==> src/rtl/phase_update_scheduler.sv <==
// Schedules phase-bank updates: takes one focal-position request, runs the phase
// calculator, then commits on the first clock of the next carrier frame.
// Optional BUSY watchdog enabled by defining PHASE_SCHED_TIMEOUT_EN.
module phase_update_scheduler #(
  parameter int POS_BIT_SIZE   = 13,
  parameter int MAX_PHASE_CNT  = 512,
  parameter int TIMEOUT_CYCLES = 4096
) (
  input  logic                    clk,
  input  logic                    reset,
  input  logic                    pos_valid,
  output logic                    pos_ready,
  input  logic [POS_BIT_SIZE-1:0] pos_x,
  input  logic [POS_BIT_SIZE-1:0] pos_y,
  input  logic [POS_BIT_SIZE-1:0] pos_z,
  output logic [POS_BIT_SIZE-1:0] calc_x,
  output logic [POS_BIT_SIZE-1:0] calc_y,
  output logic [POS_BIT_SIZE-1:0] calc_z,
  output logic                    calc_start,
  input  logic                    calc_done,
  output logic                    commit,
  output logic                    frame_tick,
  output logic                    busy,
  output logic                    timeout_err
);

  localparam int FC_W = (MAX_PHASE_CNT > 1) ? $clog2(MAX_PHASE_CNT) : 1;

  typedef enum logic [2:0] {
    S_IDLE,
    S_START,
    S_BUSY,
    S_WAIT_FRAME,
    S_COMMIT
  } state_t;

  state_t                  state_q, state_d;
  logic [FC_W-1:0]         fc_q, fc_d;
  logic                    pend_valid_q, pend_valid_d;
  logic [POS_BIT_SIZE-1:0] pend_x_q, pend_x_d;
  logic [POS_BIT_SIZE-1:0] pend_y_q, pend_y_d;
  logic [POS_BIT_SIZE-1:0] pend_z_q, pend_z_d;
  logic [POS_BIT_SIZE-1:0] calc_x_q, calc_x_d;
  logic [POS_BIT_SIZE-1:0] calc_y_q, calc_y_d;
  logic [POS_BIT_SIZE-1:0] calc_z_q, calc_z_d;

`ifdef PHASE_SCHED_TIMEOUT_EN
  localparam int TO_W = $clog2(TIMEOUT_CYCLES) + 1;
  logic [TO_W-1:0] to_cnt_q, to_cnt_d;
  logic            timeout_err_q, timeout_err_d;
`endif

  assign frame_tick = (fc_q == FC_W'(MAX_PHASE_CNT - 1));
  assign pos_ready  = ~pend_valid_q;
  assign calc_x     = calc_x_q;
  assign calc_y     = calc_y_q;
  assign calc_z     = calc_z_q;
  assign calc_start = (state_q == S_START);
  assign commit     = (state_q == S_COMMIT);
  assign busy       = (state_q != S_IDLE);

`ifdef PHASE_SCHED_TIMEOUT_EN
  assign timeout_err = timeout_err_q;
`else
  assign timeout_err = 1'b0;
`endif

  always_comb begin
    state_d      = state_q;
    fc_d         = frame_tick ? '0 : fc_q + FC_W'(1);
    pend_valid_d = pend_valid_q;
    pend_x_d     = pend_x_q;
    pend_y_d     = pend_y_q;
    pend_z_d     = pend_z_q;
    calc_x_d     = calc_x_q;
    calc_y_d     = calc_y_q;
    calc_z_d     = calc_z_q;
`ifdef PHASE_SCHED_TIMEOUT_EN
    to_cnt_d      = to_cnt_q;
    timeout_err_d = timeout_err_q;
`endif

    // Load and consume are mutually exclusive: load needs the buffer empty at
    // cycle start, IDLE consumes only when it is full.
    if (pos_valid && !pend_valid_q) begin
      pend_valid_d = 1'b1;
      pend_x_d     = pos_x;
      pend_y_d     = pos_y;
      pend_z_d     = pos_z;
    end

    case (state_q)
      S_IDLE: begin
        if (pend_valid_q) begin
          calc_x_d     = pend_x_q;
          calc_y_d     = pend_y_q;
          calc_z_d     = pend_z_q;
          pend_valid_d = 1'b0;
          state_d      = S_START;
        end
      end
      S_START: begin
        state_d = S_BUSY;
`ifdef PHASE_SCHED_TIMEOUT_EN
        to_cnt_d = '0;
`endif
      end
      S_BUSY: begin
        if (calc_done) begin
          state_d = S_WAIT_FRAME;
        end
`ifdef PHASE_SCHED_TIMEOUT_EN
        else if (to_cnt_q == TO_W'(TIMEOUT_CYCLES - 1)) begin
          timeout_err_d = 1'b1;
          state_d       = S_IDLE;
        end else begin
          to_cnt_d = to_cnt_q + TO_W'(1);
        end
`endif
      end
      S_WAIT_FRAME: begin
        if (frame_tick) state_d = S_COMMIT;
      end
      S_COMMIT: state_d = S_IDLE;
      default:  state_d = S_IDLE;
    endcase
  end

  always_ff @(posedge clk) begin
    if (reset) begin
      state_q      <= S_IDLE;
      fc_q         <= '0;
      pend_valid_q <= 1'b0;
      pend_x_q     <= '0;
      pend_y_q     <= '0;
      pend_z_q     <= '0;
      calc_x_q     <= '0;
      calc_y_q     <= '0;
      calc_z_q     <= '0;
`ifdef PHASE_SCHED_TIMEOUT_EN
      to_cnt_q      <= '0;
      timeout_err_q <= 1'b0;
`endif
    end else begin
      state_q      <= state_d;
      fc_q         <= fc_d;
      pend_valid_q <= pend_valid_d;
      pend_x_q     <= pend_x_d;
      pend_y_q     <= pend_y_d;
      pend_z_q     <= pend_z_d;
      calc_x_q     <= calc_x_d;
      calc_y_q     <= calc_y_d;
      calc_z_q     <= calc_z_d;
`ifdef PHASE_SCHED_TIMEOUT_EN
      to_cnt_q      <= to_cnt_d;
      timeout_err_q <= timeout_err_d;
`endif
    end
  end

endmodule

==> config.mk <==
export PLATFORM = sky130hd
export DESIGN_NAME = phase_update_scheduler
export DESIGN_NICKNAME = d
export VERILOG_FILES = /design/src/rtl/phase_update_scheduler.sv
export SDC_FILE = /design/constraint.sdc
export NUM_CORES = 1
export LEC_CHECK = 0
export ABC_AREA = 1
export BUFFER_PORTS_ARGS = -buffer_cell sky130_fd_sc_hd__buf_4
export CORE_AREA = 8 8 136 106
export DETAILED_ROUTE_END_ITERATION = 8
export DIE_AREA = 0 0 144 114
export GPL_TIMING_DRIVEN = 0
export PLACE_DENSITY_LB_ADDON = 0.3
export RECOVER_POWER = 100
export SLEW_MARGIN = 40
export SYNTH_ARGS = -nofsm -noshare
export SYNTH_HDL_FRONTEND = slang
export SYNTH_SLANG_ARGS = --single-unit
==> constraint.sdc <==
create_clock -name clk -period 1.6 [get_ports clk]
set_input_delay 0.16 -clock clk [delete_from_list [all_inputs] [get_ports clk]]
set_output_delay 0.16 -clock clk [all_outputs]
set_load 0.05 [all_outputs]
==> insert_results.sql, run 1 <==
INSERT INTO impl_metrics (metric_group, metric, value, unit) VALUES
('floorplan', 'core', '12100', 'µm²'),
('timing', 'setup-violations-final', '2', ''),
('timing', 'finalHoldViolCount', '0', ''),
('global_routing', 'grt_remaining_overflow', '0', ''),
('timing', 'min_period_over_period', '106', '%'),
('final_layout', 'multi_input_area', '1200', 'µm²'),
('critical_path', 'worstPathMaxFanout', '2', ''),
('worst_hold_path', 'hp-start', 'pos_valid', ''),
('final_layout', 'nets', '578', ''),
('global_routing', 'grt_first_pass_wirelength', '14.6', 'mm'),
('timing', 'timing.clock.skew', '0.00501', 'ns'),
('placement', 'place_area', '4210', 'µm²'),
('route', 'dr.first_iter.drc_count', '108', ''),
('timing', 'clock.fmax', '0.587', 'GHz'),
('yosys', 'synth_async_sr_flop_share', '0', '%'),
('floorplan', 'floorplan_row_count', '35', ''),
('final_layout', 'seq_area', '1830', 'µm²'),
('global_routing', 'track_usage', '11.5', '%'),
('critical_path', 'critPathArrivalTime', '1.94', 'ns'),
('power_and_ir_drop', 'sequentialPowerShare', '39.5', '%'),
('clock_network', 'cts_clk_pin_slew_worst_paths', '0.06', 'ns'),
('run_status', 'violated_checks', 'negative setup slack', ''),
('final_layout', 'stdcell_area', '4460', 'µm²'),
('critical_path', 'kind_of_capture_point_of_the_worst_setup_path', 'register', ''),
('floorplan', 'die_width', '144', 'µm'),
('yosys', 'post_synth_inst_count', '424', ''),
('timing', 'timing.slew.headroom', '59.2', '%'),
('power_and_ir_drop', 'power_per_cell_area', '1660', 'nW/µm²'),
('final_layout', 'layout-drive-gt1-share', '18.4', '%'),
('route', 'vias', '3014', ''),
('clock_network', 'htreeDepth', '3', ''),
('floorplan', 'io-pin-count', '88', ''),
('yosys', 'yosys_warnings', '0', ''),
('worst_hold_path', 'hp-class', 'in2reg', ''),
('critical_path', 'worst-endpoint-required', '1.83', 'ns'),
('yosys', 'netlist.top_cell.by_area', 'sky130_fd_sc_hd__dfxtp_1', ''),
('critical_path', 'timing.critical_path.from_type', 'register', ''),
('placement', 'pre_cts_slack', '-0.107', 'ns'),
('critical_path', 'regToRegStartpoint', 'fc_q[1]', ''),
('timing', 'slew_viol_final', '0', ''),
('clock_network', 'clock-sinks', '91', ''),
('run_status', 'outcome', 'complete, but fails checks', ''),
('critical_path', 'slack_of_the_worst_reg_to_reg_path', '-0.10', 'ns'),
('route', 'detail-route-antenna-nets', '0', ''),
('critical_path', 'regToRegEndpoint', 'fc_q[6]', ''),
('power_and_ir_drop', 'switching_share', '40.6', '%'),
('job', 'max_cap_violations', '0', ''),
('critical_path', 'r2r_depth', '12', ''),
('yosys', 'yosysUniqueCellTypes', '22', ''),
('final_layout', 'filler_cell_count', '1299', ''),
('power_and_ir_drop', 'intPower', '4410', 'µW'),
('power_and_ir_drop', 'total_switching_power', '3010', 'µW'),
('power_and_ir_drop', 'leakage', '0.00184', 'µW'),
('clock_network', 'numCtsBuffers', '9', ''),
('route', 'viasPerCell', '4.28', ''),
('timing', 'rsz_0062_raised_after_global_routing', 'true', ''),
('yosys', 'synth_top_cells_by_count', '96 x sky130_fd_sc_hd__nor2_1, 91 x sky130_fd_sc_hd__dfxtp_1, 79 x sky130_fd_sc_hd__o21ai_0', ''),
('route', 'drt-wirelength-per-cell', '13.3', 'µm'),
('placement', 'numPortBuffers', '86', ''),
('clock_network', 'tritoncts', 'done', ''),
('yosys', 'syn_avg_cell_area', '7.86', 'µm²'),
('yosys', 'biggest_area_contributors_in_the_synthesized_netlist', 'sky130_fd_sc_hd__dfxtp_1 55%, sky130_fd_sc_hd__o21ai_0 12%, sky130_fd_sc_hd__nor2_1 11%', ''),
('placement', 'detailed_place_hpwl', '6.73', 'mm'),
('placement', 'finalWeightedCongestion', '0.733', ''),
('global_routing', 'number_of_global_route_vias_before_repair', '3060', ''),
('yosys', 'synth_area', '3330', 'µm²'),
('floorplan', 'fp.dieArea', '16400', 'µm²'),
('timing', 'final.setup.worst_slack', '-0.103', 'ns'),
('yosys', 'synth_top_flop_cell', 'sky130_fd_sc_hd__dfxtp_1', ''),
('power_and_ir_drop', 'clock_network_fraction_of_total_power', '27.3', '%'),
('yosys', 'synth-seq-area-share', '54.6', '%');
==> metal layers <==
layer | routed length [µm] | GRT usage (%) | up-vias
met5 | 0 | 0 | -
met4 | 116 | 4.75 | 0
met3 | 614 | 3.59 | 9
met2 | 4310 | 19.1 | 72
met1 | 4340 | 13.6 | 1375
li1 | - | - | 1558
==> flip-flops by register name, summed over array words and instances (netlist names) <==
| register | count |
|---|---|
| calc_x | 13 |
| calc_y | 13 |
| calc_z | 13 |
| pend_x_q | 13 |
| pend_y_q | 13 |
| pend_z_q | 13 |
| fc_q | 9 |
| state_q | 3 |
| pend_valid_q | 1 |
==> logic make-up (layout without fill, tap and decap cells) <==
logic type               count (synthesis)  count (layout)  share of synthesized area, %
AO/OA/AOI/OAI                          123             123                          18.5
adder cells (fa/ha/maj)                  2               2                         0.750
XOR/XNOR                                 1               1                         0.263
AND/OR/NAND/NOR                        124             124                          15.2
flip-flops                              91              91                          54.6
other                                    1               1                         0.112
buffers and inverters                   82             196                          10.5
==> what timing repair did <==
action,in CTS,in global routing
pin swaps,4,5
gates resized for setup,10,7
buffers inserted,8,3
cloned,0,0
endpoints found under the hold margin,1,0
hold buffers,1,0
endpoints found under the setup margin,10,13
==> layout make-up <==
class / instances / area share [%]
Clock inverter: 4 / 0.758
Inverter: 57 / 4.80
Multi-Input combinational cell: 251 / 27.0
Buffer: 25 / 2.75
Clock buffer: 12 / 5.76
Sequential cell: 91 / 41.0
Tap cell: 166 / 4.66
Timing Repair Buffer: 98 / 13.3
==> power by group through the flow <==
stage / logic [µW] / clock network, µW / registers [µW]
final: 2470 / 2020 / 2930
after global routing: 2700 / 2200 / 2980
after CTS: 2770 / 2090 / 2940
after detailed placement: 2750 / 0 / 2990
after global placement: 2710 / 0 / 2960
after floorplan: 1010 / 0 / 3840
==> worst max-delay path: stages (launching register included) <==
cell	delay, ns
sky130_fd_sc_hd__dfxtp_2	0.35
sky130_fd_sc_hd__ha_4	0.15
sky130_fd_sc_hd__nand2_4	0.06
sky130_fd_sc_hd__nor2_4	0.13
sky130_fd_sc_hd__nand2_2	0.09
sky130_fd_sc_hd__buf_4	0.14
sky130_fd_sc_hd__buf_4	0.12
sky130_fd_sc_hd__buf_4	0.12
sky130_fd_sc_hd__buf_4	0.12
sky130_fd_sc_hd__buf_4	0.12
sky130_fd_sc_hd__buf_4	0.12
sky130_fd_sc_hd__nand2_1	0.05
sky130_fd_sc_hd__nor2_1	0.03
==> placed cells by master (no fill, tap or decap) <==
master                          count
sky130_fd_sc_hd__a21oi_1           42
sky130_fd_sc_hd__dfxtp_2            4
sky130_fd_sc_hd__clkbuf_16          9
sky130_fd_sc_hd__ha_4               2
sky130_fd_sc_hd__xor2_1             1
sky130_fd_sc_hd__nand2_1           15
sky130_fd_sc_hd__clkinv_4           2
sky130_fd_sc_hd__nor3_2             1
sky130_fd_sc_hd__nor3_1             2
sky130_fd_sc_hd__clkbuf_2           8
sky130_fd_sc_hd__o211ai_1           1
sky130_fd_sc_hd__buf_2              3
sky130_fd_sc_hd__nor2_1            93
sky130_fd_sc_hd__nand3_1            6
sky130_fd_sc_hd__clkbuf_8           2
sky130_fd_sc_hd__o21ai_1            1
sky130_fd_sc_hd__nor2_4             3
sky130_fd_sc_hd__nand3_2            1
sky130_fd_sc_hd__dfxtp_1           87
sky130_fd_sc_hd__clkbuf_1          54
sky130_fd_sc_hd__buf_4             55
sky130_fd_sc_hd__clkinvlp_4         1
sky130_fd_sc_hd__buf_8              1
sky130_fd_sc_hd__inv_6              1
sky130_fd_sc_hd__nand2_2            1
sky130_fd_sc_hd__buf_6              2
sky130_fd_sc_hd__nand2_4            1
sky130_fd_sc_hd__inv_2              1
sky130_fd_sc_hd__o21ai_0           79
sky130_fd_sc_hd__nor2_2             1
sky130_fd_sc_hd__inv_1             56
sky130_fd_sc_hd__conb_1             1
sky130_fd_sc_hd__dlygate4sd3_1      1
==> metrics by stage <==
step	TNS, ns	total power [µW]	utilization, %
floorplan	0	4850	-
CTS	-0.179	7800	37.9
detailed placement	-0.180	5740	34.7
global placement	-0.0101	5680	34.7
finish	-0.181	7420	36.7
global route	-1.49	7880	36.7
==> how the worst max path moves through the flow <==
stage / startpoint / end / slack, ns / cells past startpoint
floorplan: fc_q[0] / state_q[0] / 0.01 / 11
global placement: fc_q[0] / fc_q[2] / -0.01 / 9
detailed placement: fc_q[0] / fc_q[2] / -0.11 / 9
CTS: fc_q[0] / frame_tick / -0.11 / 7
global route: fc_q[1] / fc_q[6] / -0.15 / 12
finish: fc_q[1] / fc_q[6] / -0.10 / 12
Note: power is estimated with default switching activity, not from simulation.
==> inputs of run 2 (changes only) <==
--- a/config.mk
+++ b/config.mk
@@ -8,6 +8,7 @@
 export ABC_AREA = 1
 export BUFFER_PORTS_ARGS = -buffer_cell sky130_fd_sc_hd__buf_4
 export CORE_AREA = 8 8 136 106
+export CTS_CLUSTER_DIAMETER = 50
 export DETAILED_ROUTE_END_ITERATION = 8
 export DIE_AREA = 0 0 144 114
 export GPL_TIMING_DRIVEN = 0
@@ -17,3 +18,4 @@
 export SYNTH_ARGS = -nofsm -noshare
 export SYNTH_HDL_FRONTEND = slang
 export SYNTH_SLANG_ARGS = --single-unit
+export TNS_END_PERCENT = 20
==> run 2 against run 1 <==
Compared with the run above: global-route usage down 0.19 points; count of clock-buffer cells in the layout unchanged; critical path type unchanged; first-iteration DRC count down 35%; critical path depth unchanged; non-clock buffer count unchanged; the flow still finishes with violations (negative setup slack); sequential cell count unchanged; cell count unchanged; largest cell class unchanged; highest routed layer unchanged.
==> insert_results.sql, run 2 (synthesized netlist as in run 1, its figures left out) <==
INSERT INTO impl_metrics (metric_group, metric, value, unit) VALUES
('power_and_ir_drop', 'combinationalPowerShare', '32.7', '%'),
('final_layout', 'layout-drive-gt1-share', '18.6', '%'),
('floorplan', 'die_width', '144', 'µm'),
('route', 'drc_errors', '0', ''),
('critical_path', 'cpPeakStageDelay', '0.32', 'ns'),
('clock_network', 'cts_root_buffer', 'sky130_fd_sc_hd__clkbuf_16', ''),
('power_and_ir_drop', 'peakVddDrop', '653', 'µV'),
('power_and_ir_drop', 'intPower', '4600', 'µW'),
('route', 'finalWirelength', '9.04', 'mm'),
('clock_network', 'clk_latency', '0.33', 'ns'),
('timing', 'clock.fmax', '0.604', 'GHz'),
('timing', 'setup_total_negative_slack', '-0.0934', 'ns'),
('global_routing', 'grt_first_pass_wirelength', '14.5', 'mm'),
('route', 'vias', '2978', ''),
('clock_network', 'htreeDepth', '3', ''),
('power_and_ir_drop', 'power', '7580', 'µW'),
('route', 'viasPerCell', '4.23', ''),
('power_and_ir_drop', 'sequentialPowerShare', '38.4', '%'),
('clock_network', 'numCtsBuffers', '9', ''),
('power_and_ir_drop', 'clock_network_fraction_of_total_power', '28.9', '%'),
('floorplan', 'core', '12100', 'µm²'),
('final_layout', 'nets', '578', ''),
('critical_path', 'path_delay_family', 'buffers and inverters', ''),
('power_and_ir_drop', 'switching_share', '39.3', '%'),
('final_layout', 'antenna_cells_inserted', '0', ''),
('final_layout', 'filler_cell_count', '1307', ''),
('floorplan', 'floorplan_row_count', '35', ''),
('power_and_ir_drop', 'leakage', '0.00186', 'µW'),
('global_routing', 'antenna_found_initial', '0', ''),
('global_routing', 'track_usage', '11.3', '%'),
('critical_path', 'worstPathMaxFanout', '2', ''),
('timing', 'setup-violations-final', '2', ''),
('timing', 'finalHoldViolCount', '0', ''),
('critical_path', 'timing.critical_path.from_type', 'register', ''),
('critical_path', 'critical_path.slowest_cell', 'sky130_fd_sc_hd__dfxtp_2', ''),
('clock_network', 'clock-sinks', '91', ''),
('timing', 'timing.clock.skew', '0.00482', 'ns'),
('placement', 'pre_cts_slack', '-0.0310', 'ns'),
('clock_network', 'cts_clk_pin_slew_worst_paths', '0.06', 'ns'),
('global_routing', 'grt_remaining_overflow', '0', ''),
('route', 'dr.pass1.iters', '4', ''),
('placement', 'numPortBuffers', '86', ''),
('final_layout', 'postLayoutCoreUtil', '37.0', '%'),
('final_layout', 'seq_area', '1830', 'µm²'),
('final_layout', 'final_cell_mix', '94 x sky130_fd_sc_hd__nor2_1, 87 x sky130_fd_sc_hd__dfxtp_1, 79 x sky130_fd_sc_hd__o21ai_0', ''),
('clock_network', 'tritoncts', 'done', ''),
('critical_path', 'critPathBufInv', '8', ''),
('critical_path', 'worstPathCellList', 'nand2_2 -> inv_1 -> buf_4 -> buf_4 -> buf_4 -> buf_4 -> buf_4 -> buf_4 -> buf_4 -> nand2_1 -> xor2_1 -> nor2_1', ''),
('job', 'max_cap_violations', '0', ''),
('power_and_ir_drop', 'total_switching_power', '2980', 'µW'),
('timing', 'min_period_over_period', '103', '%'),
('timing', 'timing.slew.headroom', '58.3', '%'),
('power_and_ir_drop', 'power_per_cell_area', '1690', 'nW/µm²'),
('placement', 'finalWeightedCongestion', '0.737', ''),
('final_layout', 'flow.area_growth_from_synthesis', '34.7', '%'),
('timing', 'worst-slew-pin-transition', '0.628', 'ns'),
('floorplan', 'effective_utilization_at_floorplan', '27.5', '%'),
('timing', 'rsz_0062_raised_after_global_routing', 'true', ''),
('floorplan', 'die_height', '114', 'µm'),
('critical_path', 'worst-endpoint-required', '1.83', 'ns'),
('final_layout', 'layout_commonest_cell', 'sky130_fd_sc_hd__nor2_1', ''),
('placement', 'detailed_place_hpwl', '6.67', 'mm'),
('final_layout', 'finish.cell_count_without_fillers', '704', ''),
('critical_path', 'timing.setup.critical_path_class', 'reg2reg', ''),
('floorplan', 'io-pin-count', '88', ''),
('critical_path', 'critPathArrivalTime', '1.88', 'ns'),
('clock_network', 'cts_buffer_depth', '2', ''),
('final_layout', 'multi_input_area', '1210', 'µm²'),
('route', 'dr.first_iter.drc_count', '70', ''),
('worst_hold_path', 'hp-class', 'in2reg', ''),
('route', 'detail-route-antenna-nets', '0', ''),
('run_status', 'outcome', 'complete, but fails checks', ''),
('critical_path', 'kind_of_capture_point_of_the_worst_setup_path', 'register', ''),
('placement', 'dp_cells', '676', ''),
('route', 'drt-wirelength-per-cell', '12.8', 'µm'),
('timing', 'slew_viol_final', '0', ''),
('floorplan', 'fp.dieArea', '16400', 'µm²'),
('critical_path', 'critical-path-top-cell-by-count', 'sky130_fd_sc_hd__buf_4', ''),
('run_status', 'violated_checks', 'negative setup slack', ''),
('timing', 'post_layout_min_period', '1.65', 'ns'),
('timing', 'final.setup.worst_slack', '-0.0549', 'ns'),
('global_routing', 'grt_max_degree', '15', ''),
('global_routing', 'number_of_global_route_vias_before_repair', '2982', '');
## run 2: worst paths after layout
| kind | start | end | slack (ns) | depth (start not counted) |
|---|---|---|---|---|
| max reg2reg | fc_q[3] | fc_q[5] | -0.05 | 12 |
| min reg2reg | calc_z[11] | calc_z[11] | 0.44 | 2 |
| max | fc_q[3] | fc_q[5] | -0.05 | 12 |
| min | pos_valid | pend_valid_q | 0.06 | 3 |
## run 2: final cells by class
class / count / area share (%)
Clock inverter: 4 / 1.06
Tap cell: 166 / 4.62
Buffer: 25 / 2.84
Inverter: 57 / 4.76
Timing Repair Buffer: 98 / 13.2
Sequential cell: 91 / 40.7
Multi-Input combinational cell: 251 / 27.0
Clock buffer: 12 / 5.93
## run 2: power by group through the flow
stage	Sequential (µW)	Combinational, µW	Clock, µW
2_1_floorplan	3840	1010	0
3_3_place_gp	2950	2730	0
3_5_place_dp	2970	2760	0
4_1_cts	2930	2770	2260
5_1_grt	2970	2720	2340
6_report	2910	2480	2190
## run 2: worst reg2reg max path: stages, from the launching register on
cell and delay (ns):
sky130_fd_sc_hd__dfxtp_2 0.32, sky130_fd_sc_hd__nand2_2 0.07, sky130_fd_sc_hd__inv_1 0.05, sky130_fd_sc_hd__buf_4 0.12, sky130_fd_sc_hd__buf_4 0.12, sky130_fd_sc_hd__buf_4 0.12, sky130_fd_sc_hd__buf_4 0.12, sky130_fd_sc_hd__buf_4 0.12
sky130_fd_sc_hd__buf_4 0.12, sky130_fd_sc_hd__buf_4 0.12, sky130_fd_sc_hd__nand2_1 0.07, sky130_fd_sc_hd__xor2_1 0.15, sky130_fd_sc_hd__nor2_1 0.06
## run 2: what timing repair did
action	in CTS	in global routing
pin swaps	4	4
setup endpoints to repair	5	11
setup buffers	10	1
hold buffers	1	0
hold endpoints to repair	1	0
gates resized for setup	13	6
## run 2: metrics by stage
| stage | cell area (µm²) | hold slack, ns |
|---|---|---|
| 2_1_floorplan | 3350 | 0.238 |
| 3_3_place_gp | 4200 | 0.357 |
| 3_5_place_dp | 4200 | 0.359 |
| 4_1_cts | 4640 | 0.0537 |
| 5_1_grt | 4490 | 0.0696 |
| 6_report | 4490 | 0.0602 |
## run 2: metal layers
metal | vias to the layer above | routed length (µm) | share of wire (%) | global-route usage (%)
li1 | 1554 | - | - | -
met1 | 1336 | 4110 | 45 | 13.3
met2 | 73 | 4170 | 46 | 18.5
met3 | 15 | 586 | 6.5 | 3.80
met4 | 0 | 174 | 1.9 | 4.96
met5 | - | 0 | 0 | 0
==> inputs of run 3 (changes only) <==
--- a/config.mk
+++ b/config.mk
@@ -6,13 +6,13 @@
 export NUM_CORES = 1
 export LEC_CHECK = 0
 export ABC_AREA = 1
-export BUFFER_PORTS_ARGS = -buffer_cell sky130_fd_sc_hd__buf_4
+export BUFFER_PORTS_ARGS = -buffer_cell sky130_fd_sc_hd__buf_2
+export CAP_MARGIN = 15
 export CORE_AREA = 8 8 136 106
 export CTS_CLUSTER_DIAMETER = 50
 export DETAILED_ROUTE_END_ITERATION = 8
 export DIE_AREA = 0 0 144 114
 export GPL_TIMING_DRIVEN = 0
-export PLACE_DENSITY_LB_ADDON = 0.3
 export RECOVER_POWER = 100
 export SLEW_MARGIN = 40
 export SYNTH_ARGS = -nofsm -noshare
==> run 3 against run 2 <==
Compared with the run above: the run still ends with negative setup slack left; cell count unchanged; sequential share of layout area increased by 0.87 points; final area decreased by 1.9%; critical endpoint is now frame_tick; highest routed layer unchanged.
==> insert_results.sql, run 3 (synthesized netlist as in run 1, its figures left out) <==
INSERT INTO impl_metrics (metric_group, metric, value, unit) VALUES
('timing', 'worst-slew-pin-transition', '0.625', 'ns'),
('timing', 'clock.fmax', '0.595', 'GHz'),
('timing', 'setup_total_negative_slack', '-0.247', 'ns'),
('worst_hold_path', 'hp-class', 'in2reg', ''),
('timing', 'hold-worst-slack', '0.0477', 'ns'),
('worst_hold_path', 'min_delay_path_depth', '2', ''),
('global_routing', 'busiest_layer', 'met2', ''),
('run_status', 'outcome', 'complete, but fails checks', ''),
('job', 'max_cap_violations', '0', ''),
('placement', 'detailed_place_hpwl', '6.67', 'mm'),
('route', 'detail-route-antenna-nets', '0', ''),
('final_layout', 'flow.area_growth_from_synthesis', '32.2', '%'),
('floorplan', 'floorplan_row_count', '35', ''),
('global_routing', 'grt_first_pass_wirelength', '14.2', 'mm'),
('critical_path', 'timing.setup.critical_path_class', 'reg2out', ''),
('clock_network', 'cts_buffer_depth', '2', ''),
('final_layout', 'antenna_cells_inserted', '0', ''),
('global_routing', 'grt_max_degree', '15', ''),
('route', 'vias', '2960', ''),
('final_layout', 'nets', '579', ''),
('critical_path', 'worstPathMaxFanout', '2', ''),
('floorplan', 'core', '12100', 'µm²'),
('placement', 'finalWeightedCongestion', '0.756', ''),
('route', 'finalWirelength', '9.10', 'mm'),
('global_routing', 'grtUsageMet3', '4.05', '%'),
('route', 'dr.first_iter.drc_count', '102', ''),
('clock_network', 'htreeDepth', '3', ''),
('power_and_ir_drop', 'switching_share', '39.1', '%'),
('route', 'viasPerCell', '4.20', ''),
('clock_network', 'cts_clk_pin_slew_worst_paths', '0.06', 'ns'),
('clock_network', 'numCtsBuffers', '9', ''),
('final_layout', 'layout_commonest_cell', 'sky130_fd_sc_hd__nor2_1', ''),
('timing', 'setup-violations-final', '5', ''),
('global_routing', 'antenna_found_initial', '0', ''),
('power_and_ir_drop', 'intPower', '4630', 'µW'),
('power_and_ir_drop', 'sequentialPowerShare', '38.2', '%'),
('final_layout', 'final_cell_mix', '93 x sky130_fd_sc_hd__nor2_1, 88 x sky130_fd_sc_hd__dfxtp_1, 79 x sky130_fd_sc_hd__o21ai_0', ''),
('power_and_ir_drop', 'clock_network_fraction_of_total_power', '29.3', '%'),
('floorplan', 'io-pin-count', '88', ''),
('power_and_ir_drop', 'peakVddDrop', '723', 'µV'),
('clock_network', 'clock-sinks', '91', ''),
('worst_hold_path', 'hp-start', 'reset', ''),
('placement', 'dp_cells', '676', ''),
('timing', 'timing.clock.skew', '0.00516', 'ns'),
('power_and_ir_drop', 'power_per_cell_area', '1720', 'nW/µm²'),
('global_routing', 'grt_remaining_overflow', '0', ''),
('critical_path', 'regToRegStartpoint', 'fc_q[1]', ''),
('floorplan', 'die_height', '114', 'µm'),
('timing', 'slew_viol_final', '0', ''),
('global_routing', 'track_usage', '11.1', '%'),
('clock_network', 'cts_root_buffer', 'sky130_fd_sc_hd__clkbuf_16', ''),
('timing', 'min_period_over_period', '105', '%'),
('critical_path', 'r2r_depth', '12', ''),
('worst_hold_path', 'whs_endpoint', 'state_q[2]', ''),
('route', 'dr.pass1.iters', '4', ''),
('floorplan', 'fp.dieArea', '16400', 'µm²'),
('timing', 'finalHoldViolCount', '0', ''),
('global_routing', 'gr-usage-met2', '18.9', '%'),
('run_status', 'violated_checks', 'negative setup slack', ''),
('route', 'drc_errors', '0', ''),
('critical_path', 'kind_of_capture_point_of_the_worst_setup_path', 'primary output', ''),
('global_routing', 'grt.met1_usage', '12.6', '%'),
('timing', 'post_layout_min_period', '1.68', 'ns'),
('critical_path', 'slack_of_the_worst_reg_to_reg_path', '-0.07', 'ns'),
('timing', 'final.setup.worst_slack', '-0.0813', 'ns'),
('final_layout', 'finish.cell_count_without_fillers', '704', ''),
('power_and_ir_drop', 'total_switching_power', '2970', 'µW'),
('critical_path', 'critPathArrivalTime', '1.52', 'ns'),
('clock_network', 'tritoncts', 'done', ''),
('final_layout', 'layout-drive-gt1-share', '18.8', '%'),
('floorplan', 'effective_utilization_at_floorplan', '27.5', '%'),
('global_routing', 'number_of_global_route_vias_before_repair', '2998', ''),
('power_and_ir_drop', 'leakage', '0.00182', 'µW'),
('placement', 'numPortBuffers', '86', ''),
('critical_path', 'regToRegEndpoint', 'state_q[1]', ''),
('critical_path', 'worst-endpoint-required', '1.44', 'ns'),
('route', 'drt-wirelength-per-cell', '12.9', 'µm'),
('timing', 'rsz_0062_raised_after_global_routing', 'true', ''),
('power_and_ir_drop', 'combinationalPowerShare', '32.5', '%'),
('floorplan', 'die_width', '144', 'µm'),
('clock_network', 'clk_latency', '0.33', 'ns'),
('critical_path', 'timing.critical_path.from_type', 'register', ''),
('timing', 'timing.slew.headroom', '58.5', '%');
run 3: power groups by stage:
| stage | combinational [µW] | clock, µW | sequential [µW] |
|---|---|---|---|
| 6_report | 2470 | 2230 | 2910 |
| 5_1_grt | 2710 | 2410 | 2960 |
| 4_1_cts | 2580 | 2310 | 2910 |
| 3_5_place_dp | 2560 | 0 | 2950 |
| 3_3_place_gp | 2520 | 0 | 2930 |
| 2_1_floorplan | 1010 | 0 | 3840 |
run 3: final cells by class:
type / count / area (µm²)
fillers: 1303 / 7720
repair buffers: 99 / 497
clock buffers: 10 / 239
flip-flops and latches: 91 / 1830
inverters: 57 / 214
well taps: 166 / 208
plain buffers: 25 / 131
multi-input cells: 251 / 1210
clock inverters: 5 / 77.6
run 3: metrics by stage:
stage | instance area (µm²) | power (µW) | setup slack, ns | utilization (%)
floorplan | 3350 | 4850 | -0.0407 | -
global placement | 3990 | 5450 | 0.0322 | 32.9
detailed placement | 3990 | 5520 | -0.0371 | 32.9
CTS | 4430 | 7790 | -0.102 | 36.5
global route | 4410 | 8080 | -0.160 | 36.3
finish | 4410 | 7600 | -0.0813 | 36.3
run 3: worst max path at each step:
stage / start / endpoint / depth (start not counted)
2_1_floorplan: state_q[2] / commit / 2
3_3_place_gp: fc_q[0] / state_q[1] / 11
3_5_place_dp: fc_q[0] / state_q[1] / 11
4_1_cts: fc_q[0] / frame_tick / 7
5_1_grt: fc_q[1] / state_q[1] / 12
6_report: fc_q[1] / frame_tick / 7
run 3: timing repair:
item / 4_1_cts / 5_1_grt
endpoints found under the setup margin: 5 / 12
hold buffers: 0 / 0
endpoints found under the hold margin: 0 / 0
setup buffers: 12 / 1
pin swaps: 4 / 5
resized for setup: 12 / 12
run 3: worst max-delay path, stage by stage (launching register included):
cell,delay (ns)
sky130_fd_sc_hd__dfxtp_4,0.37
sky130_fd_sc_hd__ha_4,0.15
sky130_fd_sc_hd__nand2_4,0.06
sky130_fd_sc_hd__nor2_4,0.12
sky130_fd_sc_hd__nand2_2,0.09
sky130_fd_sc_hd__nor2_4,0.11
sky130_fd_sc_hd__ha_4,0.14
sky130_fd_sc_hd__buf_8,0.14
run 3: per-layer routing:
layer | part of all wire, % | wire [µm]
met5 | 0 | 0
met4 | 1.7 | 153
met3 | 7.6 | 696
met2 | 47 | 4260
met1 | 44 | 3990
